[src/rtl/seq_detector_pkg.sv]
// Shared types and bounds for the serial pattern detector.
// Holds the fill-state enum and the legal range of the pattern length.
package seq_detector_pkg;

    typedef enum logic [1:0] {
        EMPTY   = 2'd0,
        FILLING = 2'd1,
        ARMED   = 2'd2
    } state_e;

    localparam int PAT_W_MIN = 2;
    localparam int PAT_W_MAX = 16;

endpackage

[src/rtl/sat_counter.sv]
// Saturating up-counter with synchronous clear; clear has priority over increment.
module sat_counter #(
    parameter int CNT_W = 8
) (
    input  logic             clk,
    input  logic             rst,
    input  logic             inc,
    input  logic             clr,
    output logic [CNT_W-1:0] count
);

    localparam logic [CNT_W-1:0] CNT_MAX = {CNT_W{1'b1}};

    logic [CNT_W-1:0] r_count;

    // count register: reset, clear, saturating increment
    always_ff @(posedge clk) begin
        if (rst) begin
            r_count <= {CNT_W{1'b0}};
        end else if (clr) begin
            r_count <= {CNT_W{1'b0}};
        end else if (inc && (r_count != CNT_MAX)) begin
            r_count <= r_count + CNT_W'(1);
        end else begin
            r_count <= r_count;
        end
    end

    assign count = r_count;

endmodule

[src/rtl/seq_detector.sv]
// Serial pattern detector with fill-tracking FSM and one-cycle match pulse.
// Define SEQ_DETECTOR_COUNT_EN to build the saturating match counter.
module seq_detector
    import seq_detector_pkg::*;
#(
    parameter int               PAT_W   = 4,
    parameter logic [PAT_W-1:0] PATTERN = 4'b0101,
    parameter int               OVERLAP = 1,
    parameter int               CNT_W   = 8
) (
    input  logic             clk,
    input  logic             rst,
    input  logic             A,
    input  logic             A_valid,
    input  logic             clr_cnt,
    output logic             Y,
    output logic             armed,
    output logic [CNT_W-1:0] match_count
);

    localparam int               FILL_W    = $clog2(PAT_W + 1);
    localparam logic [FILL_W-1:0] FILL_FULL = FILL_W'(PAT_W);

    if ((PAT_W < PAT_W_MIN) || (PAT_W > PAT_W_MAX)) begin : g_bad_pat_w
        $error("seq_detector: PAT_W out of range");
    end

    logic [PAT_W-1:0]  r_window;
    logic [FILL_W-1:0] r_fill;
    state_e            r_state;
    logic              r_y;
    logic              r_armed;

    logic [PAT_W-1:0]  w_window_shift;
    logic [PAT_W-1:0]  w_window_nxt;
    logic [FILL_W-1:0] w_fill_inc;
    logic [FILL_W-1:0] w_fill_nxt;
    state_e            w_state_nxt;
    logic              w_match;

    // next window, fill, match and state; the state is a pure function of fill
    always_comb begin
        w_window_shift = {r_window[PAT_W-2:0], A};
        w_fill_inc     = (r_fill == FILL_FULL) ? r_fill : (r_fill + FILL_W'(1));
        w_match        = 1'b0;
        w_window_nxt   = r_window;
        w_fill_nxt     = r_fill;
        if (A_valid) begin
            w_match      = (w_window_shift == PATTERN) && (w_fill_inc == FILL_FULL);
            w_window_nxt = w_window_shift;
            if (w_match && (OVERLAP == 0)) begin
                w_fill_nxt = {FILL_W{1'b0}};
            end else begin
                w_fill_nxt = w_fill_inc;
            end
        end else begin
            w_match = 1'b0;
        end
        if (w_fill_nxt == {FILL_W{1'b0}}) begin
            w_state_nxt = EMPTY;
        end else if (w_fill_nxt == FILL_FULL) begin
            w_state_nxt = ARMED;
        end else begin
            w_state_nxt = FILLING;
        end
    end

    // state, window, fill and registered outputs
    always_ff @(posedge clk) begin
        if (rst) begin
            r_window <= {PAT_W{1'b0}};
            r_fill   <= {FILL_W{1'b0}};
            r_state  <= EMPTY;
            r_y      <= 1'b0;
            r_armed  <= 1'b0;
        end else begin
            r_window <= w_window_nxt;
            r_fill   <= w_fill_nxt;
            r_state  <= w_state_nxt;
            r_y      <= w_match;
            r_armed  <= (w_state_nxt == ARMED);
        end
    end

    assign Y     = r_y;
    assign armed = r_armed;

`ifdef SEQ_DETECTOR_COUNT_EN
    sat_counter #(
        .CNT_W (CNT_W)
    ) u_sat_counter (
        .clk   (clk),
        .rst   (rst),
        .inc   (w_match),
        .clr   (clr_cnt),
        .count (match_count)
    );
`else
    logic w_unused_clr;
    assign w_unused_clr = clr_cnt;
    assign match_count  = {CNT_W{1'b0}};
`endif

endmodule

[config.mk]
export PLATFORM = sky130hd
export DESIGN_NAME = seq_detector
export DESIGN_NICKNAME = d
export VERILOG_FILES = /design/src/rtl/seq_detector_pkg.sv /design/src/rtl/sat_counter.sv /design/src/rtl/seq_detector.sv
export SDC_FILE = /design/constraint.sdc
export NUM_CORES = 1
export LEC_CHECK = 0
export CAP_MARGIN = 25
export CORE_AREA = 10 10 47 49
export CTS_CLUSTER_DIAMETER = 40
export DETAILED_ROUTE_END_ITERATION = 10
export DIE_AREA = 0 0 57 59
export HOLD_SLACK_MARGIN = 0.06
export PLACE_DENSITY = 0.7
export SLEW_MARGIN = 20
export SYNTH_ARGS = -nofsm -noshare
export SYNTH_HDL_FRONTEND = slang
export SYNTH_HIERARCHICAL = 1
export SYNTH_SLANG_ARGS = --single-unit
[constraint.sdc]
create_clock -name clk -period 4.9 [get_ports clk]
set_clock_uncertainty 0.1 [all_clocks]
set_input_delay 0.735 -clock clk [delete_from_list [all_inputs] [get_ports clk]]
set_output_delay 0.735 -clock clk [all_outputs]
set_load 0.01 [all_outputs]
Yosys cells after proc, flatten, opt, wreduce, memory -nomap -nowiden
Cells that the tools add are included.

word-level totals
  flip-flop bits (word level) = 8
  input port bits = 5
  word-level logic and storage cells = 18

operators by class
  add/subtract/negate cells = 1
  equal/unequal tests = 5
  mux-type cells = 4
  bitwise operators = 1
  reductions and logical operators = 3

operator list
  kind                 number
  $eq 3x3->1 const B   3
  $mux 3               2
  $eq 4x3->1 const B   1
  $mux 2               2
  $add 3x1->3 const B  1
  $logic_not 3->1      1
  $eq 2x2->1 const B   1
  $reduce_or 2->1      1
  $logic_and 1x1->1    1
  $not 1->1            1

Longest topological paths before layout
Gate-level depths: netlist (run 1).

  depth in word-level cells = 7
  gate-level depth with buffers = 5

Least setup slack after synthesis (run 1)
OpenSTA, ideal clock, no wires.

  path type = reg2reg
  from = register r_fill[0]
  to = register r_y (netlist: Y)
  library setup time = 0.092 ns
  data arrival time = 1.480 ns
  required time = 4.708 ns
  setup slack = 3.228 ns
  cell stages (with the launch flop) = 5
  path buffers = 0
  period minus slack after synthesis = 1.672 ns
  cell sequence = dfxtp_1 > inv_1 > ha_1 > or4b_1 > nor4_1

on the way
  word-level cells in the longest chain between the ends = 4

ends and longest elaborated chain
  item                                              RTL line            RTL
  start: declaration                                seq_detector.sv:29  logic [FILL_W-1:0] r_fill;
  start signal: assignment                          seq_detector.sv:72  r_fill <= {FILL_W{1'b0}};
  start signal: assignment                          seq_detector.sv:78  r_fill <= w_fill_nxt;
  $add 3x1->3 / $eq 3x3->1 (equally long branches)  seq_detector.sv:44  w_fill_inc = (r_fill == FILL_FULL) ? r_fill : (r_fill + FILL_W'(1));
  $mux 3 *                                          seq_detector.sv:44
  $eq 3x3->1 *                                      seq_detector.sv:49  w_match = (w_window_shift == PATTERN) && (w_fill_inc == FILL_FULL);
  $logic_and 1x1->1 *                               seq_detector.sv:49
  end signal: assignment                            seq_detector.sv:80  r_y <= w_match;
  end: declaration                                  seq_detector.sv:31  logic r_y;

Mark *: on every way between the ends. The rest lies on a longest branch, timed or not.
A chain may end at the register's enable or synchronous reset.

Worst setup path in the final report (run 1)
  from = input rst
  to = register r_y (netlist: Y)

on the way
  word-level cells in the longest chain between the ends = 1

ends and longest elaborated chain
  item                              RTL line            RTL
  start: declaration                seq_detector.sv:12  input logic rst,
  $reduce_or 2->1 (no source line)  --

No other way between the ends.

==> results of run 1 <==
==> per-layer routing <==
layer / share of wire / vias to the layer above
li1: - / 161
met1: 0.39 / 130
met2: 0.48 / 11
met3: 0.11 / 2
met4: 0.018 / 0
met5: 0 / -
==> Yosys cell counts <==
cell / instances
buf_4: 8
dfxtp_1: 8
nor2_1: 5
mux2i_1: 3
a21boi_0: 2
a21oi_1: 2
and3b_1: 2
ha_1: 2
inv_1: 2
a21boi_1: 1
a311oi_1: 1
and4b_1: 1
buf_2: 1
conb_1: 1
nand2_1: 1
nand2b_1: 1
nor2b_1: 1
nor3_1: 1
nor4_1: 1
o21ai_0: 1
or3_1: 1
or4b_1: 1
xnor2_1: 1
==> final cells by class <==
type	count	area, um2
fillers	158	910.9
multi-input cells	36	230.2
flip-flops and latches	8	160.2
repair buffers	5	50.05
clock buffers	3	22.52
well taps	16	20.02
inverters	2	7.507
==> where the power goes <==
group	switching (mW)	internal (mW)
combinational	0.0125	0.0104
clock	0.0217	0.0280
sequential	0.00321	0.0681
==> worst reg2reg max path, delay by kind of cell (launching register included) <==
kind          cells  cell delay (ps)
flops             1              440
fa+ha+maj         1              350
simple gates      2              770
buf+inv           1               80
==> worst paths after layout <==
path	slack, ps	end	depth (start not counted)
max reg2reg	3060	Y	4
min reg2reg	350	Y	1
min	350	Y	1
max	2920	Y	3
==> registers in the layout, summed over array words and instances, names as in the netlist <==
register,cells
Y,1
armed,1
r_fill,3
r_window,3
==> cell families (layout without fill, tap and decap cells) <==
| logic type | Yosys count | after routing |
|---|---|---|
| buf+inv | 11 | 10 |
| fa+ha+maj | 2 | 2 |
| mux | 3 | 3 |
| flops | 8 | 8 |
| compound gates | 7 | 7 |
| simple gates | 15 | 15 |
| other cells | 1 | 8 |
| xor+xnor | 1 | 1 |
==> stage by stage <==
stage	utilization	cells
CTS	0.3500	70
global placement	0.3339	67
detailed placement	0.3339	67
finish	0.3500	70
floorplan	-	55
global route	0.3500	70
==> flow_summary.toml, run 1 <==
[global_route]
grt_pass1_vias = 284
top_usage_layer = "met2"
grt_use_met2 = 0.06512
grt_use_total = 0.05124
antenna_found_initial = 0
grt_pass1_wl_mm = 1.235
grt_max_degree = 11
met3_usage = 0.04721
grtUsageMet1 = 0.04693
gr-total-overflow = 0

[logic_synthesis]
synth_area_um2 = 436.7
synthCells = 48
synth-compound-area-share = 0.1060
yosysTopAreaCell = "dfxtp_1"
yosys_warnings = 6
synth_cell_types = 23
seq_area_frac_synth = 0.3668
synth_adder_area_share = 0.05731
syn_avg_cell_area_um2 = 9.097
synth_area_leaders = "dfxtp_1 (37%), buf_4 (14%), mux2i_1 (6.9%), ha_1 (5.7%), nor2_1 (4.3%)"
synthXorXnorAreaFrac = 0.02006
synth_mux_area_frac = 0.06877
synth-simple-area-share = 0.2063
synth_top_family_by_area = "simple AND/OR/NAND/NOR gates"
yosysTopAreaCellShare = 0.3668
ys_ff_latch = 8

[worst_setup_path]
critPathCaptureType = "flop"
cp.buffers_inverters = 1
cp_slowest_cell = "clkdlybuf4s50_1"
worst_r2r_startpoint = "r_fill[0]"
worstSetupStartpoint = "rst"
crit_fanout = 7
worstPathRequired_ps = 4970
cp.arrival_ps = 2040
crit_chain = "clkdlybuf4s50_1, or4b_1, nor4_1"
crit_path_start_kind = "primary input"
crit_family = "simple AND/OR/NAND/NOR gates"
critical_path_class = "primary input to flop"
slowest_delay_ps = 540

[placed_design]
place_area_um2 = 467.9
gp_congestion = 0.6708
dp_hpwl_um = 618.1
io_buffers = 5
preCtsSetupSlack_ps = 2654

[worst_hold_path]
min_path_type = "flop to flop"
holdCritStartpoint = "r_window[0]"

[sta]
fin_crit_sh = 0.4036
rsz0062_at_grt = "no"
setup_viol = 0
tns_ps = 0
hold_viol = 0
min_period_ps = 1978
fmax_mhz = 505.7
slew_viol_final = 0
hold_ws_ps = 350.0
setup_ws_ps = 2922

[floorplanning]
dieArea_mm2 = 0.003363
io_pins = 15
core_mm2 = 0.001401
fp-row-count = 14
start_util = 0.3116
die_w_um = 57
die_y_um = 59

[route]
drt_iter0_markers = 10
routed_wl_um = 773
vias = 304
viasPerCell = 4.343
ant_nets = 0
drc = 0
firstDrtPassIters = 4
wire_per_inst_um = 11.04

[clock_tree]
clkTransAtPathRegs_ps = 60
clock_path_buffers = 2
holdBufCountCts = 0
clock_sinks = 8
clk_latency_ps = 260
cts_made_buffers = 3
cts_tree = "built"
cts_root_buf = "clkbuf_4"
cts_resized = 0
htree_levels = 1
post-cts-setup-buffers = 0

[flow_run]
cap_violations = 0

[layout]
final_area_um2 = 490.5
syn_to_final_growth_pct = 12.32
n_antenna_cell = 0
drive_gt1_frac = 0.05556
finalNetCount = 63
final_cell_mix = "dfxtp_1 (8), conb_1 (8), nor2_1 (5), clkdlybuf4s50_1 (5)"

[status]
outcome = "finished, final reports clean"

[pwr]
finalPower_mw = 0.1438
p_per_area_mw_per_mm2 = 293.3
p_leak_nw = 0.2130
ir_worst_vdd_mv = 0.1432
No activity file was read; power rests on OpenSTA's default activity.
==> inputs of run 2 (changes only) <==
PLACE_DENSITY = 0.72   (was 0.7)
clock period = 1.7 ns   (was 4.9 ns; I/O delays follow)
==> run 2 against run 1 <==
  * Combinational power increased to 3.8 times the previous value
  * Global-route usage is 0.091 points lower
  * Critical path depth up 1
  * Cell count increased by 7.1%
  * Sequential power increased to 2.8 times the previous value
  * Highest routed layer unchanged
  * Count of clock-buffer cells in the layout unchanged
  * Non-clock buffer count up 5
  * Flip-flop and latch count stayed put
  * Design area up 8.9%
  * Critical path type is now flop to flop
  * Via count is 11% higher
==> flow_summary.toml, run 2 (synthesis results as in run 1) <==
[status]
outcome = "finished, final reports clean"

[worst_setup_path]
critPathCaptureType = "flop"
worstPathRequired_ps = 1770
crit_chain = "inv_1, ha_1, or4b_1, nor4_2"
crit_family = "simple AND/OR/NAND/NOR gates"
slowest_delay_ps = 520
rrSetupSlack_ps = 130
crit_fanout = 2
cp.buffers_inverters = 1
cp_slowest_cell = "or4b_1"
timing.rr.end = "Y"
crit_path_start_kind = "flop"
rr_worst_depth = 4
worst_r2r_startpoint = "r_fill[0]"
critical_path_class = "flop to flop"
cp.arrival_ps = 1650

[sta]
slew_viol_final = 0
setup_viol = 0
tns_ps = 0
hold_viol = 0
fin_crit_sh = 0.9263
min_period_ps = 1575
fmax_mhz = 635.0
rsz0062_at_grt = "no"

[placed_design]
place_area_um2 = 505.5
gp_congestion = 0.6972
io_buffers = 5
dp_hpwl_um = 660.8

[worst_hold_path]
hold-path-endpoint = "Y"
holdCritStartpoint = "r_window[0]"
min_path_type = "flop to flop"
worstHoldPathCells = 1

[global_route]
top_usage_layer = "met2"
grtUsageMet1 = 0.05162
grt_pass1_wl_mm = 1.324
grt_max_degree = 8
gr-total-overflow = 0
antenna_found_initial = 0
grt_pass1_vias = 318
grt_use_met2 = 0.07287
met3_usage = 0.03004
grt_use_total = 0.05033

[floorplanning]
fp-row-count = 14
dieArea_mm2 = 0.003363
die_y_um = 59
start_util = 0.3116
io_pins = 15
core_mm2 = 0.001401
die_w_um = 57

[route]
drt_iter0_markers = 7
viasPerCell = 4.507
wire_per_inst_um = 10.44
drc = 0
vias = 338
firstDrtPassIters = 4
routed_wl_um = 783
ant_nets = 0

[clock_tree]
cts_made_buffers = 3
cts_root_buf = "clkbuf_4"
clock_path_buffers = 2
cts_tree = "built"
htree_levels = 1
clock_sinks = 8
clkTransAtPathRegs_ps = 60
clk_latency_ps = 260

[flow_run]
cap_violations = 0

[layout]
reg.largest.list = "r_fill x3, r_window x3"
finalNetCount = 68
final_area_um2 = 534.3
drive_gt1_frac = 0.1525
multiInputGateArea_um2 = 236.5
seq_area_um2 = 160.2
final_cell_mix = "dfxtp_1 (8), conb_1 (8), nor2_1 (5), clkdlybuf4s50_1 (5), buf_4 (5)"
num-fill-cells = 145
n_antenna_cell = 0
syn_to_final_growth_pct = 22.35

[pwr]
comb_power_share = 0.198
seq_power_share = 0.460
ir_worst_vdd_mv = 0.3009
p_per_area_mw_per_mm2 = 816.8
swShare = 0.2663
p_clk_frac = 0.341
p_leak_nw = 0.2383
p_switching_mw = 0.1162
power.internal_mw = 0.3202
## run 2: area by class of cell
| type | instances | share of cell area |
|---|---|---|
| multi-input combinational | 36 | 0.4426 |
| timing repair buffer | 10 | 0.1639 |
| tap | 16 | 0.03747 |
| sequential | 8 | 0.2998 |
| clock buffer | 3 | 0.04215 |
| inverter | 2 | 0.01405 |
## run 2: how the worst max path moves through the flow
stage              start  slack [ps]  endpoint  cells past startpoint
6_report       r_fill[0]         130         Y                      4
4_1_cts        r_fill[0]          70         Y                      4
5_1_grt        r_fill[0]          30         Y                      4
3_3_place_gp         rst          90         Y                      3
3_5_place_dp         rst          90         Y                      3
2_1_floorplan  r_fill[0]          30         Y                      4
## run 2: worst reg2reg max path, stage by stage (launching register included)
cell and delay [ps]:
dfxtp_1 330, inv_1 50, ha_1 300, or4b_1 520, nor4_2 200
## run 2: power groups by stage
stage                     Sequential (mW)  Combinational (mW)  Clock (mW)
final                               0.201              0.0866       0.149
after global routing                0.202              0.0972       0.166
after CTS                           0.200              0.0853       0.158
after detailed placement            0.205              0.0848           0
after global placement              0.204              0.0834           0
after floorplan                     0.207              0.0612           0
## run 2: what timing repair did
item	CTS	global route
buffers inserted	0	0
hold buffers	0	0
endpoints found under the setup margin	0	1
gates resized for setup	0	1
## run 2: layer usage
metal  part of all wire  vias up
met5                  0        -
met1               0.41      154
met3               0.10        2
met4              0.020        0
li1                   -      171
met2               0.47       11
## run 2: stage by stage
step | power [mW] | worst slack (ps) | util | std cells | hold WS [ps]
floorplan | 0.2683 | 28.40 | - | 55 | 224.1
global placement | 0.2876 | 88.09 | 0.3607 | 72 | 345.2
global route | 0.4647 | 29.57 | 0.3813 | 75 | 388.4
detailed placement | 0.2894 | 87.71 | 0.3607 | 72 | 345.6
CTS | 0.4438 | 72.25 | 0.3768 | 75 | 357.0
finish | 0.4364 | 125.3 | 0.3813 | 75 | 366.4
==> inputs of run 3 (changes only) <==
PLACE_DENSITY = unset   (was 0.72)
PLACE_DENSITY_LB_ADDON = 0.3   (was unset)
==> run 3 against run 2 <==
  * Cell count stayed put
  * Wire length is 6.1% higher
  * Maximum frequency is 0.66% lower
  * Register-to-register slack about the same
  * Largest cell class unchanged
==> flow_summary.toml, run 3 (synthesis results as in run 1) <==
[status]
outcome = "finished, final reports clean"

[global_route]
antenna_found_initial = 0
grt_use_total = 0.05430
grt_pass1_vias = 286
grt_max_degree = 8
gr-total-overflow = 0
grt_pass1_wl_mm = 1.317

[placed_design]
gp_congestion = 0.7343
dp_hpwl_um = 673.2
io_buffers = 5
preCtsSetupSlack_ps = 61.51
dp_cells = 72
place_area_um2 = 505.5

[worst_setup_path]
worstPathRequired_ps = 1770
critPathCaptureType = "flop"
critical_path_class = "flop to flop"
crit_fanout = 2
crit_path_start_kind = "flop"
cp.arrival_ps = 1660

[layout]
syn_to_final_growth_pct = 22.35
final_cell_mix = "dfxtp_1 (8), conb_1 (8), nor2_1 (5), clkdlybuf4s50_1 (5), buf_4 (5)"
stdcell_count = 75
reg.largest.list = "r_fill x3, r_window x3"
fin_util = 0.3813
n_antenna_cell = 0
finalNetCount = 68
drive_gt1_frac = 0.1525
final_area_um2 = 534.3

[route]
wire_per_inst_um = 11.08
ant_nets = 0
drc = 0
viasPerCell = 4.213
drt_iter0_markers = 0
routed_wl_um = 831
vias = 316
firstDrtPassIters = 1

[sta]
tns_ps = 0
fmax_mhz = 630.9
rsz0062_at_grt = "no"
setup_ws_ps = 114.9
min_period_ps = 1585
setup_viol = 0
slew_viol_final = 0
hold_ws_ps = 366.3
fin_crit_sh = 0.9324
hold_viol = 0

[floorplanning]
die_y_um = 59
io_pins = 15
dieArea_mm2 = 0.003363
fp-row-count = 14
die_w_um = 57
start_util = 0.3116
core_mm2 = 0.001401

[pwr]
power.internal_mw = 0.3202
finalPower_mw = 0.4377
seq_power_share = 0.458
p_leak_nw = 0.2383
comb_power_share = 0.197
ir_worst_vdd_mv = 0.4491
p_switching_mw = 0.1174
p_clk_frac = 0.344
swShare = 0.2683
p_per_area_mw_per_mm2 = 819.2

[clock_tree]
clk_latency_ps = 260
cts_made_buffers = 3
htree_levels = 1
clock_path_buffers = 2
clock_sinks = 8
post-cts-setup-buffers = 0
clkTransAtPathRegs_ps = 60
holdBufCountCts = 0
cts_tree = "built"
cts_root_buf = "clkbuf_4"

[flow_run]
cap_violations = 0

[worst_hold_path]
min_path_type = "flop to flop"
[run 3: cell counts in the layout (fill, tap and decap cells not counted)]
No cell type changed its count.
[run 3: worst paths after layout]
| path | from | to | slack (ps) | depth (start not counted) |
|---|---|---|---|---|
| hold reg to reg | r_window[0] | Y | 370 | 1 |
| hold / removal | r_window[0] | Y | 370 | 1 |
| setup / recovery | r_fill[0] | Y | 110 | 4 |
| setup reg to reg | r_fill[0] | Y | 110 | 4 |
[run 3: power groups by stage]
stage	Sequential, mW	Clock [mW]	Combinational [mW]
6_report	0.201	0.151	0.0864
4_1_cts	0.200	0.159	0.0860
3_3_place_gp	0.204	0	0.0846
2_1_floorplan	0.207	0	0.0612
3_5_place_dp	0.205	0	0.0855
5_1_grt	0.201	0.168	0.0969
[run 3: per-layer routing]
metal	up-vias	routed length [um]	global-route usage
met5	-	0	0
met4	0	38	0.06040
li1	170	-	-
met2	11	373	0.07752
met3	5	73	0.03433
met1	130	346	0.04940
[run 3: layout make-up]
class	instances	area, um2
Multi-Input combinational cell	36	236.5
Sequential cell	8	160.2
Clock buffer	3	22.52
Timing Repair Buffer	10	87.58
Inverter	2	7.507
Tap cell	16	20.02
Fill cell	153	867.1
[run 3: critical path, cell delays in order, from the launching register on]
cell	delay [ps]
dfxtp_1	330
inv_1	50
ha_1	300
or4b_1	520
nor4_2	210
[run 3: repair_timing]
item / 4_1_cts / 5_1_grt
resized for setup: 0 / 1
endpoints found under the hold margin: 0 / 0
endpoints found under the setup margin: 0 / 1
